## config.mk

```make
export PLATFORM = sky130hd
export DESIGN_NAME = mem_port_arbiter
export DESIGN_NICKNAME = d
export VERILOG_FILES = /design/src/rtl/mem_arb_pkg.sv /design/src/rtl/mem_arb_sel.sv /design/src/rtl/mem_port_arbiter.sv
export SDC_FILE = /design/constraint.sdc
export NUM_CORES = 1
export LEC_CHECK = 0
export ABC_AREA = 1
export BUFFER_PORTS_ARGS = -buffer_cell sky130_fd_sc_hd__clkbuf_2
export CORE_AREA = 2 2 98 100
export CTS_BUF_LIST = sky130_fd_sc_hd__clkbuf_16
export DETAILED_ROUTE_END_ITERATION = 12
export DIE_AREA = 0 0 100 102
export GPL_TIMING_DRIVEN = 0
export PLACE_DENSITY = 0.48
export SYNTH_ARGS = -nofsm -noshare
export SYNTH_HDL_FRONTEND = slang
export SYNTH_SLANG_ARGS = --single-unit
export TNS_END_PERCENT = 5
```

## constraint.sdc

```tcl
create_clock -name CLK -period 1.66 [get_ports CLK]
set_input_delay 0.332 -clock CLK [delete_from_list [all_inputs] [get_ports CLK]]
set_output_delay 0.332 -clock CLK [all_outputs]
set_load 0.005 [all_outputs]
```

## src/rtl/mem_arb_pkg.sv

```systemverilog
// Shared encodings for the instruction/data memory port arbiter.
package mem_arb_pkg;

    typedef enum logic {
        ST_IDLE = 1'b0,
        ST_RESP = 1'b1
    } state_t;

    localparam logic OWN_FETCH = 1'b0;
    localparam logic OWN_DATA  = 1'b1;

    // The word address starts above the byte-offset bits.
    localparam int WA_LSB = 2;
    localparam int BO_W   = 2;

endpackage

```

## src/rtl/mem_arb_sel.sv

```systemverilog
// Winner select between fetch and data, plus the starvation counter next value. Combinational, zero latency.
// Grants only while en is high. Data wins unless the counter is saturated and a fetch is waiting.
module mem_arb_sel #(
    parameter int STARVE_LIMIT = 4,
    parameter int CNT_W        = 3
) (
    input  logic             en,
    input  logic             i_req,
    input  logic             d_req,
    input  logic [CNT_W-1:0] starve_cnt,
    output logic             gnt_fetch,
    output logic             gnt_data,
    output logic [CNT_W-1:0] starve_nxt
);
    import mem_arb_pkg::*;

    localparam logic [CNT_W-1:0] LIM = CNT_W'(STARVE_LIMIT);

    logic fetch_force;

    always_comb begin
        fetch_force = (STARVE_LIMIT != 0) && (starve_cnt == LIM);
        gnt_data    = en && d_req && !(i_req && fetch_force);
        gnt_fetch   = en && i_req && !gnt_data;

        starve_nxt = starve_cnt;
        if (gnt_fetch) begin
            starve_nxt = '0;
        end else if (gnt_data && i_req && (starve_cnt != LIM)) begin
            starve_nxt = starve_cnt + CNT_W'(1);
        end
    end

endmodule

```

## src/rtl/mem_port_arbiter.sv

```systemverilog
// Shares one sync-read RAM between fetch and load/store: grant cycle, then one response cycle (1-cycle latency).
// Requesters hold their request until gnt; nothing is granted during the response. Optional MEM_ARB_ERR_EN adds err outputs.
module mem_port_arbiter #(
    parameter int ADDR_W       = 8,
    parameter int STARVE_LIMIT = 4
) (
    input  logic              CLK,
    input  logic              reset,
    input  logic              i_req,
    input  logic [31:0]       i_addr,
    output logic              i_gnt,
    output logic              i_rvalid,
    output logic [31:0]       i_rdata,
    input  logic              d_req,
    input  logic              d_we,
    input  logic [3:0]        d_wmask,
    input  logic [31:0]       d_addr,
    input  logic [31:0]       d_wdata,
    output logic              d_gnt,
    output logic              d_rvalid,
    output logic [31:0]       d_rdata,
    output logic              mem_en,
    output logic [3:0]        mem_we,
    output logic [ADDR_W-1:0] mem_addr,
    output logic [31:0]       mem_wdata,
    input  logic [31:0]       mem_rdata
`ifdef MEM_ARB_ERR_EN
    ,
    output logic              i_err,
    output logic              d_err
`endif
);
    import mem_arb_pkg::*;

    localparam int CNT_W = (STARVE_LIMIT > 0) ? $clog2(STARVE_LIMIT + 1) : 1;

    state_t            state, state_nxt;
    logic              owner, is_store, err_q;
    logic [CNT_W-1:0]  starve_cnt, starve_nxt;
    logic              gnt_f, gnt_d, any_gnt, idle_act, resp_act, sel_err;
    logic [31:0]       sel_addr, resp_data;

    assign idle_act = (state == ST_IDLE) && !reset;
    assign resp_act = (state == ST_RESP) && !reset;
    assign any_gnt  = gnt_f || gnt_d;

    mem_arb_sel #(
        .STARVE_LIMIT (STARVE_LIMIT),
        .CNT_W        (CNT_W)
    ) u_sel (
        .en         (idle_act),
        .i_req      (i_req),
        .d_req      (d_req),
        .starve_cnt (starve_cnt),
        .gnt_fetch  (gnt_f),
        .gnt_data   (gnt_d),
        .starve_nxt (starve_nxt)
    );

    assign sel_addr = gnt_d ? d_addr : i_addr;

`ifdef MEM_ARB_ERR_EN
    assign sel_err = (sel_addr[BO_W-1:0] != '0) || (|sel_addr[31:ADDR_W+WA_LSB]);
`else
    // Byte-offset and out-of-range bits are dropped silently in this build.
    logic unused_addr;
    assign unused_addr = ^{sel_addr[BO_W-1:0], sel_addr[31:ADDR_W+WA_LSB]};
    assign sel_err     = 1'b0;
`endif

    always_comb begin
        i_gnt     = gnt_f;
        d_gnt     = gnt_d;
        mem_en    = any_gnt && !sel_err;
        mem_we    = (gnt_d && d_we && !sel_err) ? d_wmask : 4'b0000;
        mem_addr  = any_gnt ? sel_addr[WA_LSB +: ADDR_W] : '0;
        mem_wdata = (gnt_d && d_we) ? d_wdata : 32'h0;
        resp_data = (is_store || err_q) ? 32'h0 : mem_rdata;
        i_rvalid  = resp_act && (owner == OWN_FETCH);
        d_rvalid  = resp_act && (owner == OWN_DATA);
        i_rdata   = i_rvalid ? resp_data : 32'h0;
        d_rdata   = d_rvalid ? resp_data : 32'h0;
    end

`ifdef MEM_ARB_ERR_EN
    assign i_err = i_rvalid && err_q;
    assign d_err = d_rvalid && err_q;
`endif

    always_comb begin
        state_nxt = state;
        case (state)
            ST_IDLE: if (any_gnt) state_nxt = ST_RESP;
            ST_RESP: state_nxt = ST_IDLE;
            default: state_nxt = ST_IDLE;
        endcase
    end

    always_ff @(posedge CLK) begin
        if (reset) begin
            state      <= ST_IDLE;
            owner      <= OWN_FETCH;
            is_store   <= 1'b0;
            err_q      <= 1'b0;
            starve_cnt <= '0;
        end else begin
            state      <= state_nxt;
            starve_cnt <= starve_nxt;
            if (any_gnt) begin
                owner    <= gnt_d ? OWN_DATA : OWN_FETCH;
                is_store <= gnt_d && d_we;
                err_q    <= sel_err;
            end
        end
    end

endmodule

```

Word-level counts from Yosys, hierarchy flattened:

Index checks and enable logic that the tools add are counted.

* input bits: 137
* output and inout bits: 113
* flip-flop bits (word level): 6
* logic and storage cells: 36

* bitwise logic cells: 2
* mux-type cells: 10
* equal/unequal tests: 2
* add/sub/neg operators: 1
* reduce and logical (&&, ||, !) cells: 17

Operators with widths (number)
* $mux W32: 4
* $logic_and A1 B1 Y1: 12
* $mux W10: 1
* $mux W8: 1
* $mux W4: 1
* $add A3 B1 Y3 const B: 1
* $eq A3 B3 Y1 const B: 1
* $logic_not A1 Y1: 3
* $ne A3 B3 Y1 const B: 1
* $mux W1: 2
* $not A1 Y1: 2
* $pmux W1 S2: 1
* $reduce_or A2 Y1: 1
* $logic_or A1 B1 Y1: 1

Depth between registers and ports, before layout:

Gate-level depths: netlist (run 1).

* word-level depth: 9
* depth in mapped cells: 8
* mapped depth without buffers: 8

By module:

From an unflattened synthesis (run 1), not the netlist that was laid out.

* cell total of the unflattened synthesis: 271
* area total of the unflattened synthesis: 1263.7 µm²

Modules (own cells, without submodules)
* mem_port_arbiter: times used 1, cells each 237, area an instance 1093.5 µm², sequential area each 120.1 µm²
* mem_arb_sel: times used 1, cells each 34, area an instance 170.2 µm², sequential area each 0.0 µm²

Worst setup path before layout (run 1):

OpenSTA, ideal clock, no wires.

* path kind: register to output
* start: register starve_cnt[0]
* end: output mem_wdata[10]
* buffers on the path: 1
* stages on the path, launching flop included: 7
* data arrival time: 1.159 ns
* setup slack: 0.169 ns
* cell sequence: dfxtp_1 inv_1 ha_1 nand3_1 nand4_4 buf_2 nor2_1

* word-level cells in the longest chain between the ends: 6

Ends and longest elaborated chain
* start: declaration: RTL line mem_port_arbiter.sv:39 `logic [CNT_W-1:0] starve_cnt, starve_nxt;`
* start signal: assignment: RTL line mem_port_arbiter.sv:108 `starve_cnt <= starve_nxt;`
* $eq A3 B3 Y1: RTL line mem_arb_sel.sv:22 `fetch_force = (STARVE_LIMIT != 0) && (starve_cnt == LIM);`
* $logic_and A1 B1 Y1: RTL line mem_arb_sel.sv:23 `gnt_data = en && d_req && !(i_req && fetch_force);`
* $logic_not A1 Y1: RTL line mem_arb_sel.sv:23
* $logic_and A1 B1 Y1: RTL line mem_arb_sel.sv:23
* $logic_and A1 B1 Y1: RTL line mem_port_arbiter.sv:77 `mem_wdata = (gnt_d && d_we) ? d_wdata : 32'h0;`
* $mux W32: RTL line mem_port_arbiter.sv:77
* end: declaration: RTL line mem_port_arbiter.sv:25 `output logic [31:0] mem_wdata,`

No other way between the ends.

Worst setup path in the final report (run 1):

* start: register state
* end: output mem_wdata[23]

* word-level cells in the longest chain between the ends: 6

Ends and longest elaborated chain
* start: declaration: RTL line mem_port_arbiter.sv:37 `state_t state, state_nxt;`
* start signal: assignment: RTL line mem_port_arbiter.sv:107 `state <= state_nxt;`
* $not A1 Y1
* $logic_and A1 B1 Y1: RTL line mem_port_arbiter.sv:43 `assign idle_act = (state == ST_IDLE) && !reset;`
* $logic_and A1 B1 Y1 (2 in a row): RTL line mem_arb_sel.sv:23
* $logic_and A1 B1 Y1: RTL line mem_port_arbiter.sv:77
* $mux W32: RTL line mem_port_arbiter.sv:77

No other way between the ends.

==> results of run 1 <==
[metal layers]
layer / vias to the layer above / GRT usage
met1: 1020 / 0.132
met4: 0 / 0.0158
li1: 1221 / -
met5: - / 0
met3: 4 / 0.0260
met2: 105 / 0.214
[repair_timing]
action                     in CTS  in global routing
resized for setup              60                 60
setup endpoints to repair     106                104
gates cloned                    6                  0
pin swaps                       3                  2
setup buffers                   6                  3
[how the worst max path moves through the flow]
stage / start / endpoint / slack [ns] / cells past startpoint
after floorplan: starve_cnt[0] / mem_wdata[10] / 0.17 / 6
after global placement: reset / i_rdata[21] / -0.19 / 6
after detailed placement: reset / i_rdata[21] / -0.18 / 6
after CTS: starve_cnt[0] / mem_wdata[23] / -0.13 / 7
after global routing: starve_cnt[0] / mem_wdata[25] / -0.20 / 7
final: state / mem_wdata[23] / -0.12 / 5
[power breakdown]
group	switching [W]	internal, W	total, W
registers	0.00000773	0.000152	0.000159
clock network	0.0000753	0.000309	0.000384
logic	0.000238	0.000204	0.000442
[registers in the layout (all words and copies together), names as in the netlist]
name        count
is_store        1
state           1
starve_cnt      3
owner           1
[cell usage in the layout, fill, tap and decap left out, types with 11 or more instances in the layout]
master and count:
sky130_fd_sc_hd__nor2_4 12, sky130_fd_sc_hd__nand2_1 32, sky130_fd_sc_hd__inv_1 77, sky130_fd_sc_hd__nor3_1 55, sky130_fd_sc_hd__nor2_2 15, sky130_fd_sc_hd__buf_4 13, sky130_fd_sc_hd__nor2_1 11, sky130_fd_sc_hd__clkbuf_2 175
sky130_fd_sc_hd__buf_2 31
[layout make-up]
| cell class | instances | area (um2) | area share |
|---|---|---|---|
| multi-input combinational | 157 | 988 | 0.342 |
| clock buffer | 3 | 75.1 | 0.0260 |
| tap | 111 | 139 | 0.0480 |
| sequential | 6 | 124 | 0.0428 |
| timing repair buffer | 213 | 1120 | 0.388 |
| inverter | 83 | 317 | 0.109 |
| timing repair inverter | 2 | 15.0 | 0.00519 |
| buffer | 16 | 113 | 0.0389 |
[through the flow]
| stage | utilization | area [um2] |
|---|---|---|
| after global placement | 0.262 | 2390 |
| after global routing | 0.317 | 2890 |
| after CTS | 0.302 | 2750 |
| after detailed placement | 0.262 | 2390 |
| final | 0.317 | 2890 |
| after floorplan | - | 1240 |
[cells by family (layout without fill, tap and decap cells)]
family | after synthesis | after routing | synth area share
and+or+nand+nor | 144 | 145 | 0.529
AOI/OAI and AO/OA | 10 | 10 | 0.0403
adders and majority gates | 2 | 2 | 0.0202
buffers and inverters | 99 | 317 | 0.314
DFF | 6 | 6 | 0.0968
==> reports/qor.log, run 1 <==
qor: run_status.run_status finished with violations
qor: run_status.failed_checks negative setup slack
qor: drt.detailedRoute.firstIterationViolations 37
qor: yosys.ys_async_sr_fraction 0
qor: drt.routedLengthMet1 2620 um
qor: worst_setup_path.slowest_stage_delay_on_critical_path 0.36 ns
qor: drt.post_drt_via_cell_ratio 3.98
qor: floorplanning.initial_utilization 0.136
qor: clock_network.tritoncts_sinks 6
qor: yosys.syn-mean-instance-area 4.76 um2
qor: layout.final_nets 621
qor: clock_network.cts.root.buffer_cell sky130_fd_sc_hd__clkbuf_16
qor: sta.setup_ws -0.121 ns
qor: clock_network.cts.hold.buffers_added 0
qor: placed_design.count_of_port_buffers_added_during_placement 201
qor: worst_setup_path.timing.critical_path.buf_inv 2
qor: drt.detail_route_antenna_nets 0
qor: drt.routed_wirelength 6510 um
qor: drt.drcViolationCount 0
qor: sta.max-slew-margin-rel 0.705
qor: clock_network.cts_tree yes
qor: sta.finalHoldWorstSlack 0.380 ns
qor: placed_design.hpwlAfterDp 5180 um
qor: yosys.synth.lib_cells_used.distinct 15
qor: grt.wire_length_of_the_first_global_routing_pass 9580 um
qor: yosys.ys.warnings.count 0
qor: yosys.synth-edff-count 0
qor: worst_setup_path.crit_start_category flip-flop
qor: sta.maxSlewViolCount 0
qor: yosys.ys_ff_latch 6
qor: yosys.yosys.cell_count.top_type sky130_fd_sc_hd__inv_1
qor: drt.met3WireLength 499 um
qor: clock_network.clock_transition_at_the_registers_of_the_reported_paths 0.03 ns
qor: drt.highest-signal-layer met4
qor: power_and_ir_drop.peakVddDrop 0.000417 V
qor: yosys.synth.cells.most_frequent sky130_fd_sc_hd__inv_1, sky130_fd_sc_hd__nor3_1, sky130_fd_sc_hd__nor2_1
qor: power_and_ir_drop.power_per_unit_of_standard_cell_area 341 mW/mm2
qor: drt.detail_route.first_pass.iterations 4
qor: layout.area_growth_syn_to_layout 133%
qor: worst_setup_path.crit_path_max_fanout 5
qor: worst_setup_path.setup.reg_to_reg.worst_slack 0.38 ns
qor: clock_network.clock_tree.buffer_depth 2
qor: worst_setup_path.kind_of_capture_point_of_the_worst_setup_path primary output
qor: yosys.synth_top_cell_area_share 0.258
qor: drt.met2_wirelength 3350 um
qor: worst_setup_path.worst-r2r-cell-count 7
qor: worst_setup_path.standard_cell_with_the_maximum_stage_delay_on_the_critical_path sky130_fd_sc_hd__dfxtp_2
qor: sta.timing.final.hold_violations 0
qor: worst_setup_path.required_worst_endpoint 1.33 ns
qor: sta.maximum_frequency_from_static_timing_analysis 0.561 GHz
qor: hold_path.hold-path-endpoint is_store
qor: drt.wl_per_cell 11.0 um
qor: sta.final-setup-viol-count 40
qor: sta.setup-tns-final -2.86 ns
qor: worst_setup_path.worst_ep_arrival_time 1.45 ns
qor: layout.antenna-diode-count 0
qor: run.timing.max_cap.violations 0
qor: yosys.synthesis.nets 400
qor: yosys.synth_top_area_cell sky130_fd_sc_hd__nor3_1
qor: worst_setup_path.cp_cell_sequence nor2_4 > nand4_4 > buf_6 > nor2_1 > buf_2
qor: floorplanning.ios 250
qor: floorplanning.design.die.area 0.0102 mm2
qor: grt.global_route.usage.total 0.113
qor: grt.first_global_vias 2046
qor: grt.grt_start_max_net_pins 11
qor: layout.fin_cells 591
qor: grt.grt_antenna_before_repair 0
qor: sta.layout_worst_path_cycle_share 1.07
qor: placed_design.placed_cells 573
qor: floorplanning.die_x 100 um
qor: worst_setup_path.critical_path.reg2reg.startpoint starve_cnt[0]
qor: sta.grt_setup_unrepaired true
qor: layout.number_of_filler_cells_placed_in_the_layout 1008
qor: worst_setup_path.setup.worst_path.class flip-flop to primary output
qor: power_and_ir_drop.fin_total_pwr 0.000986 W
qor: yosys.synth_area_leaders sky130_fd_sc_hd__nor3_1, sky130_fd_sc_hd__inv_1, sky130_fd_sc_hd__nor2_1
qor: drt.vias 2350
qor: hold_path.hold_class input pin to flip-flop
qor: floorplanning.floorplan.core_area 0.00911 mm2
qor: placed_design.gp_congestion 0.780
qor: floorplanning.row_count 35
qor: placed_design.pre_cts_slack -0.181 ns
qor: yosys.yosysSeqAreaShare 0.0968
qor: worst_setup_path.terminus_of_the_critical_flop_to_flop_path is_store
qor: layout.post_route_cells_drive_above_1_share 0.598
qor: hold_path.hold-path-cell-count 2
qor: yosys.synth-main-ff-cell sky130_fd_sc_hd__dfxtp_1
qor: clock_network.clkLatencyLatePin 0.22 ns
qor: yosys.synth_cells 261
qor: floorplanning.die-height 102 um
qor: worst_setup_path.critPathTopFamily simple AND/OR/NAND/NOR gates
qor: grt.grt_overflow_total 0
qor: power_and_ir_drop.leakage 1.90 nW
qor: hold_path.worst_hold_startpoint reset
qor: sta.clock_skew 0.000347 ns
qor: yosys.summed_instance_area_of_the_synthesized_netlist 0.00124 mm2
qor: sta.timing_worst_slew_pin_value 0.443 ns
qor: sta.fin_crit 1.78 ns
qor: clock_network.number_of_h_tree_levels 1
qor: clock_network.tritoncts.num_buffers 3
Note: power is estimated with default switching activity, not from simulation.
==> run 2, diff against run 1 <==
- BUFFER_PORTS_ARGS: -buffer_cell sky130_fd_sc_hd__clkbuf_2 -> -buffer_cell sky130_fd_sc_hd__buf_2
==> run 2 against run 1 <==
Compared with the run above: the flow still finishes with violations (negative setup slack); sequential power about the same; flip-flop and latch count did not move; highest routed layer is now met3; clock skew hardly changed; largest cell class unchanged; via count is 1.1% lower; critical path type unchanged.
==> reports/qor.log, run 2 (synthesis results as in run 1) <==
qor: sta.layout_worst_path_cycle_share 1.09 [+0.0159]
qor: grt.grt_start_max_net_pins 11 [unchanged]
qor: power_and_ir_drop.fin_total_pwr 0.000965 W [-2.1%]
qor: sta.timing.final.hold_violations 0 [unchanged]
qor: power_and_ir_drop.peakVddDrop 0.000487 V [+17%]
qor: clock_network.tritoncts.num_buffers 3 [unchanged]
qor: floorplanning.row_count 35 [unchanged]
qor: floorplanning.die_x 100 um [unchanged]
qor: worst_setup_path.standard_cell_with_the_maximum_stage_delay_on_the_critical_path sky130_fd_sc_hd__dfxtp_2
qor: sta.fin_crit 1.81 ns [+0.0265 ns]
qor: floorplanning.design.die.area 0.0102 mm2 [unchanged]
qor: worst_setup_path.critPathTopFamily simple AND/OR/NAND/NOR gates
qor: worst_setup_path.crit_path_max_fanout 6 [+1]
qor: clock_network.clkLatencyLatePin 0.23 ns [about the same]
qor: worst_setup_path.worst_ep_arrival_time 1.48 ns [+0.03 ns]
qor: floorplanning.ios 250 [unchanged]
qor: worst_setup_path.required_worst_endpoint 1.33 ns [about the same]
qor: floorplanning.initial_utilization 0.136 [unchanged]
qor: worst_setup_path.crit_start_category flip-flop
qor: worst_setup_path.timing.critical_path.buf_inv 3 [+1]
qor: placed_design.gp_congestion 0.785 [+0.56%]
qor: sta.max-slew-margin-rel 0.688 [-0.0169]
qor: sta.final-setup-viol-count 45 [+13%]
qor: run.timing.max_cap.violations 0 [unchanged]
qor: hold_path.hold_class input pin to flip-flop
qor: drt.detail_route.first_pass.iterations 4 [unchanged]
qor: placed_design.hpwlAfterDp 5060 um [-2.2%]
qor: layout.final_common_cell sky130_fd_sc_hd__buf_2
qor: clock_network.tritoncts_sinks 6 [unchanged]
qor: layout.post_route_cells_drive_above_1_share 0.577 [-0.0214]
qor: clock_network.cts_tree yes
qor: clock_network.clock_tree.buffer_depth 2 [unchanged]
qor: power_and_ir_drop.power_per_unit_of_standard_cell_area 348 mW/mm2 [+1.9%]
qor: drt.detail_route_antenna_nets 0 [unchanged]
qor: run_status.run_status finished with violations
qor: drt.detailedRoute.firstIterationViolations 43 [+16%]
qor: placed_design.post_dp_cell_area 0.00239 mm2 [unchanged]
qor: clock_network.clock_transition_at_the_registers_of_the_reported_paths 0.03 ns [about the same]
qor: layout.area_growth_syn_to_layout 124%
qor: sta.setup_ws -0.148 ns [-0.0265 ns]
qor: floorplanning.floorplan.core_area 0.00911 mm2 [unchanged]
qor: grt.grt_overflow_total 0 [unchanged]
qor: grt.first_global_vias 1925 [-5.9%]
qor: drt.vias 2323 [-1.1%]
qor: layout.fin_area 0.00278 mm2 [-3.9%]
qor: sta.timing_worst_slew_pin_value 0.468 ns [+0.0254 ns]
qor: worst_setup_path.kind_of_capture_point_of_the_worst_setup_path primary output
qor: floorplanning.die-height 102 um [unchanged]
qor: layout.number_of_filler_cells_placed_in_the_layout 1025 [+1.7%]
qor: run_status.failed_checks negative setup slack
qor: drt.routed_wirelength 6490 um [-0.18%]
qor: grt.wire_length_of_the_first_global_routing_pass 9180 um [-4.2%]
qor: clock_network.cts.root.buffer_cell sky130_fd_sc_hd__clkbuf_16
qor: layout.final_nets 618 [-0.48%]
qor: drt.post_drt_via_cell_ratio 3.95 [-0.64%]
qor: grt.grt_antenna_before_repair 0 [unchanged]
qor: clock_network.cts.hold.buffers_added 0 [unchanged]
qor: worst_setup_path.setup.worst_path.class flip-flop to primary output
qor: layout.layout_common_cells sky130_fd_sc_hd__buf_2, sky130_fd_sc_hd__inv_1, sky130_fd_sc_hd__nor3_1
qor: drt.wl_per_cell 11.0 um [+0.32%]
qor: sta.maxSlewViolCount 0 [unchanged]
qor: clock_network.number_of_h_tree_levels 1 [unchanged]
qor: layout.antenna-diode-count 0 [unchanged]
qor: placed_design.count_of_port_buffers_added_during_placement 201 [unchanged]
qor: grt.global_route.usage.total 0.109 [-0.00412]
qor: worst_setup_path.cp_cell_sequence inv_2 > ha_4 > nand3_4 > nand4_4 > buf_6 > nor2_2 > buf_2
qor: worst_setup_path.slowest_stage_delay_on_critical_path 0.33 ns [-0.03 ns]
qor: drt.drcViolationCount 0 [unchanged]
qor: layout.largest_register starve_cnt
qor: placed_design.pre_cts_slack -0.202 ns [-0.0207 ns]
qor: sta.grt_setup_unrepaired true
qor: layout.largest_register_ff_count 3 [unchanged]
qor: sta.maximum_frequency_from_static_timing_analysis 0.553 GHz [-1.5%]
qor: sta.clock_skew 0.000491 ns [+0.000144 ns]
qor: power_and_ir_drop.leakage 1.91 nW [+0.97%]
==> run 2: cell types whose count changed in the layout (fill, tap and decap cells not counted), sizes merged <==
cell	previous run	this run
clkbuf	179	5
buf	53	224
==> run 2: routing by layer <==
metal	wire length, um	share of wire	GRT usage
met1	2620	0.40	0.130
met2	3440	0.53	0.209
met3	435	0.067	0.0205
met4	0	0	0.00843
met5	0	0	0
==> run 2: stage by stage <==
stage	setup TNS (ns)	hold slack, ns	utilization	instances
floorplan	0	0.401	-	261
global placement	-3.97	0.461	0.262	573
detailed placement	-5.52	0.463	0.262	573
CTS	-3.69	0.357	0.295	586
global route	-11.00	0.368	0.305	588
finish	-4.11	0.365	0.305	588
==> run 2: final timing paths <==
kind                 start            end  slack (ns)  depth (start not counted)
max          starve_cnt[0]   mem_wdata[4]       -0.15                          7
min                  reset       is_store        0.37                          2
max reg2reg  starve_cnt[0]  starve_cnt[2]        0.46                          8
min reg2reg          owner          owner        0.50                          2
==> run 2: worst reg2reg max path, delay by kind of cell (launching register included) <==
kind | cells | cell delay, ns
compound gates | 1 | 0.14
fa+ha+maj | 1 | 0.20
buf+inv | 3 | 0.30
flops | 1 | 0.32
simple gates | 3 | 0.18
==> run 2: where the power goes <==
group	total [W]	internal [W]	leakage [nW]	switching (W)
logic	0.000421	0.000195	1.83	0.000225
clock network	0.000387	0.000309	0.0370	0.0000783
registers	0.000157	0.000152	0.0502	0.00000581
==> run 2: area by class of cell <==
type | instances | area (um2) | area share
plain buffers | 16 | 108 | 0.0387
clock buffers | 3 | 75.1 | 0.0270
flip-flops and latches | 6 | 124 | 0.0446
well taps | 111 | 139 | 0.0500
repair inverters | 2 | 15.0 | 0.00541
inverters | 83 | 314 | 0.113
multi-input cells | 157 | 911 | 0.328
repair buffers | 210 | 1090 | 0.393
==> run 2: repair_timing <==
action | in CTS | in global routing
endpoints found under the setup margin | 106 | 104
pin swaps | 3 | 0
gates resized for setup | 44 | 28
setup buffers | 5 | 1
cloned | 5 | 1
==> run 3, diff against run 2 <==
- ABC_AREA: 1 -> default
- CORE_AREA: 2 2 98 100 -> 2 2 97 99
- DIE_AREA: 0 0 100 102 -> 0 0 99 101
==> run 3 against run 2 <==
Compared with the run above: the flow still finishes with violations (negative setup slack); synthesized area down 5.5%; total power down 1.9%; global-route usage down 0.29 points; non-clock buffer count unchanged.
==> reports/qor.log, run 3 <==
qor: sta.timing.final.hold_violations 0 [unchanged]
qor: yosys.ys_ff_latch 6 [unchanged]
qor: clock_network.tritoncts_sinks 6 [unchanged]
qor: layout.final_nets 554 [-10%]
qor: floorplanning.ios 250 [unchanged]
qor: yosys.summed_instance_area_of_the_synthesized_netlist 0.00117 mm2 [-5.5%]
qor: grt.grt_start_max_net_pins 11 [unchanged]
qor: layout.antenna-diode-count 0 [unchanged]
qor: worst_setup_path.kind_of_capture_point_of_the_worst_setup_path primary output
qor: sta.maximum_frequency_from_static_timing_analysis 0.522 GHz [-5.6%]
qor: yosys.syn-mean-instance-area 5.95 um2 [+25%]
qor: power_and_ir_drop.fin_total_pwr 0.000947 W [-1.9%]
qor: placed_design.gp_congestion 0.759 [-3.2%]
qor: yosys.synth_top_area_cell sky130_fd_sc_hd__nor2_1
qor: floorplanning.floorplan.core_area 0.00898 mm2 [-1.4%]
qor: layout.fin_cells 524 [-11%]
qor: placed_design.post_dp_cell_area 0.00231 mm2 [-3.1%]
qor: layout.largest_register starve_cnt
qor: sta.clock_skew 0.000232 ns [-0.000259 ns]
qor: layout.area_growth_syn_to_layout 119%
qor: worst_setup_path.required_worst_endpoint 1.33 ns [about the same]
qor: drt.drcViolationCount 0 [unchanged]
qor: clock_network.clock_transition_at_the_registers_of_the_reported_paths 0.03 ns [about the same]
qor: clock_network.clock_tree.buffer_depth 2 [unchanged]
qor: power_and_ir_drop.peakVddDrop 0.000326 V [-33%]
qor: layout.fin_area 0.00256 mm2 [-7.7%]
qor: power_and_ir_drop.leakage 1.64 nW [-14%]
qor: drt.detailedRoute.firstIterationViolations 39 [-9.3%]
qor: power_and_ir_drop.power_per_unit_of_standard_cell_area 370 mW/mm2 [+6.4%]
qor: yosys.ys_async_sr_fraction 0 [unchanged]
qor: run.timing.max_cap.violations 0 [unchanged]
qor: grt.grt_antenna_before_repair 0 [unchanged]
qor: worst_setup_path.worst_ep_arrival_time 1.58 ns [+0.10 ns]
qor: yosys.synth_top_cell_area_share 0.208 [-0.0500]
qor: layout.largest_register_ff_count 3 [unchanged]
qor: placed_design.count_of_port_buffers_added_during_placement 200 [-0.50%]
qor: grt.wire_length_of_the_first_global_routing_pass 8740 um [-4.7%]
qor: placed_design.placed_cells 508 [-11%]
qor: yosys.yosys.cell_count.top_type sky130_fd_sc_hd__nor2_1
qor: clock_network.cts_tree yes
qor: clock_network.tritoncts.num_buffers 3 [unchanged]
qor: drt.detail_route.first_pass.iterations 4 [unchanged]
qor: yosys.synth_cells 197 [-25%]
qor: clock_network.cts.root.buffer_cell sky130_fd_sc_hd__clkbuf_16
qor: sta.setup_ws -0.256 ns [-0.108 ns]
qor: yosys.yosysSeqAreaShare 0.102 [+0.00568]
qor: clock_network.clkLatencyLatePin 0.23 ns [about the same]
qor: sta.grt_setup_unrepaired true
qor: placed_design.pre_cts_slack -0.189 ns [+0.0130 ns]
qor: sta.layout_worst_path_cycle_share 1.15 [+0.0649]
qor: yosys.synth-main-ff-cell sky130_fd_sc_hd__dfxtp_1
qor: yosys.synth_area_leaders sky130_fd_sc_hd__nor2_1, sky130_fd_sc_hd__and2_1, sky130_fd_sc_hd__nand2b_1
qor: run_status.failed_checks negative setup slack
qor: sta.maxSlewViolCount 0 [unchanged]
qor: sta.max-slew-margin-rel 0.833 [+0.145]
qor: yosys.synth.cells.most_frequent sky130_fd_sc_hd__nor2_1, sky130_fd_sc_hd__and2_1, sky130_fd_sc_hd__nand2b_1
qor: grt.first_global_vias 1876 [-2.5%]
qor: drt.detail_route_antenna_nets 0 [unchanged]
qor: drt.vias 2065 [-11%]
qor: sta.final-setup-viol-count 45 [unchanged]
qor: placed_design.hpwlAfterDp 4850 um [-4.2%]
qor: clock_network.number_of_h_tree_levels 1 [unchanged]
qor: grt.grt_overflow_total 0 [unchanged]
qor: drt.routed_wirelength 6060 um [-6.6%]
qor: worst_setup_path.crit_path_max_fanout 5 [-1]
qor: run_status.run_status finished with violations
qor: drt.post_drt_via_cell_ratio 3.94 [-0.25%]
qor: sta.fin_crit 1.92 ns [+0.108 ns]
qor: floorplanning.design.die.area 0.0100 mm2 [-2.0%]
qor: yosys.ys.warnings.count 0 [unchanged]
qor: layout.final_common_cell sky130_fd_sc_hd__buf_2
qor: yosys.synth.lib_cells_used.distinct 24 [+9]
qor: sta.timing_worst_slew_pin_value 0.251 ns [-0.217 ns]
qor: grt.global_route.usage.total 0.106 [-0.00289]
qor: worst_setup_path.setup.worst_path.class flip-flop to primary output
qor: floorplanning.die_x 99 um [-1.0%]
qor: floorplanning.die-height 101 um [-0.98%]
qor: yosys.synthesis.nets 336 [-16%]
qor: layout.layout_common_cells sky130_fd_sc_hd__buf_2, sky130_fd_sc_hd__nor2_1, sky130_fd_sc_hd__and2_1
qor: hold_path.hold_class input pin to flip-flop
qor: layout.post_route_cells_drive_above_1_share 0.600 [+0.0240]
qor: yosys.synth-edff-count 0 [unchanged]
qor: worst_setup_path.crit_start_category flip-flop
qor: drt.wl_per_cell 11.6 um [+4.8%]
qor: floorplanning.row_count 35 [unchanged]
qor: floorplanning.initial_utilization 0.131 [-0.00567]
[run 3: cell types whose count changed in the layout (fill, tap and decap cells not counted), moves of 29 or more]
cell,before,now
sky130_fd_sc_hd__nand2b_1,0,33
sky130_fd_sc_hd__nor2_1,10,65
sky130_fd_sc_hd__nor3_1,63,2
sky130_fd_sc_hd__and2_1,0,35
sky130_fd_sc_hd__inv_1,79,4
sky130_fd_sc_hd__nand2_1,32,3
[run 3: logic make-up after synthesis]
kind of cell	after synthesis	share of synthesized area
and+or+nand+nor	150	0.654
buffers and inverters	23	0.113
AOI/OAI and AO/OA	16	0.109
DFF	6	0.102
adders and majority gates	2	0.0213
[run 3: path summary, 6_finish.rpt]
| path | slack (ns) | cells after the start | end | start |
|---|---|---|---|---|
| max | -0.26 | 7 | mem_addr[4] | starve_cnt[1] |
| min | 0.39 | 2 | owner | reset |
| max reg2reg | 0.12 | 7 | starve_cnt[1] | starve_cnt[1] |
| min reg2reg | 0.51 | 1 | state | state |
[run 3: through the flow]
step	TNS (ns)	hold WS, ns	util
5_1_grt	-10.68	0.405	0.285
6_report	-8.05	0.391	0.285
2_1_floorplan	0	0.453	-
4_1_cts	-7.21	0.385	0.276
3_5_place_dp	-6.38	0.473	0.258
3_3_place_gp	-5.20	0.470	0.258
[run 3: report_power, final]
part	switching [W]	total, W	internal (W)
clock	0.0000911	0.000401	0.000310
combinational	0.000174	0.000385	0.000211
sequential	0.00000959	0.000161	0.000152
[run 3: metal layers]
metal / track usage / wire length (um) / vias to the layer above / part of all wire
li1: - / - / 1048 / -
met4: 0.0316 / 52 / 0 / 0.0086
met1: 0.126 / 2480 / 911 / 0.41
met2: 0.191 / 3040 / 101 / 0.50
met3: 0.0208 / 489 / 5 / 0.081
met5: 0 / 0 / - / 0
[run 3: area by class of cell]
type / instances / area, um2
fill: 975 / 6410
inverter: 8 / 31.3
timing repair buffer: 212 / 1100
sequential: 6 / 126
clock buffer: 3 / 75.1
tap: 111 / 139
buffer: 14 / 103
multi-input combinational: 169 / 986
timing repair inverter: 1 / 3.75
[run 3: repair_timing]
| action | 4_1_cts | 5_1_grt |
|---|---|---|
| hold buffers | 0 | 0 |
| endpoints found under the setup margin | 112 | 94 |
| pin swaps | 19 | 5 |
| buffers inserted | 5 | 4 |
| hold endpoints to repair | 0 | 0 |
| cloned | 2 | 3 |
| gates resized for setup | 18 | 15 |
[run 3: worst max-delay path, stage by stage, from the launching register on]
cell                      delay, ns
sky130_fd_sc_hd__dfxtp_2       0.32
sky130_fd_sc_hd__inv_2         0.05
sky130_fd_sc_hd__ha_4          0.16
sky130_fd_sc_hd__a21bo_1       0.22
sky130_fd_sc_hd__and3_4        0.17
sky130_fd_sc_hd__buf_6         0.13
sky130_fd_sc_hd__a22o_1        0.18
sky130_fd_sc_hd__buf_2         0.13
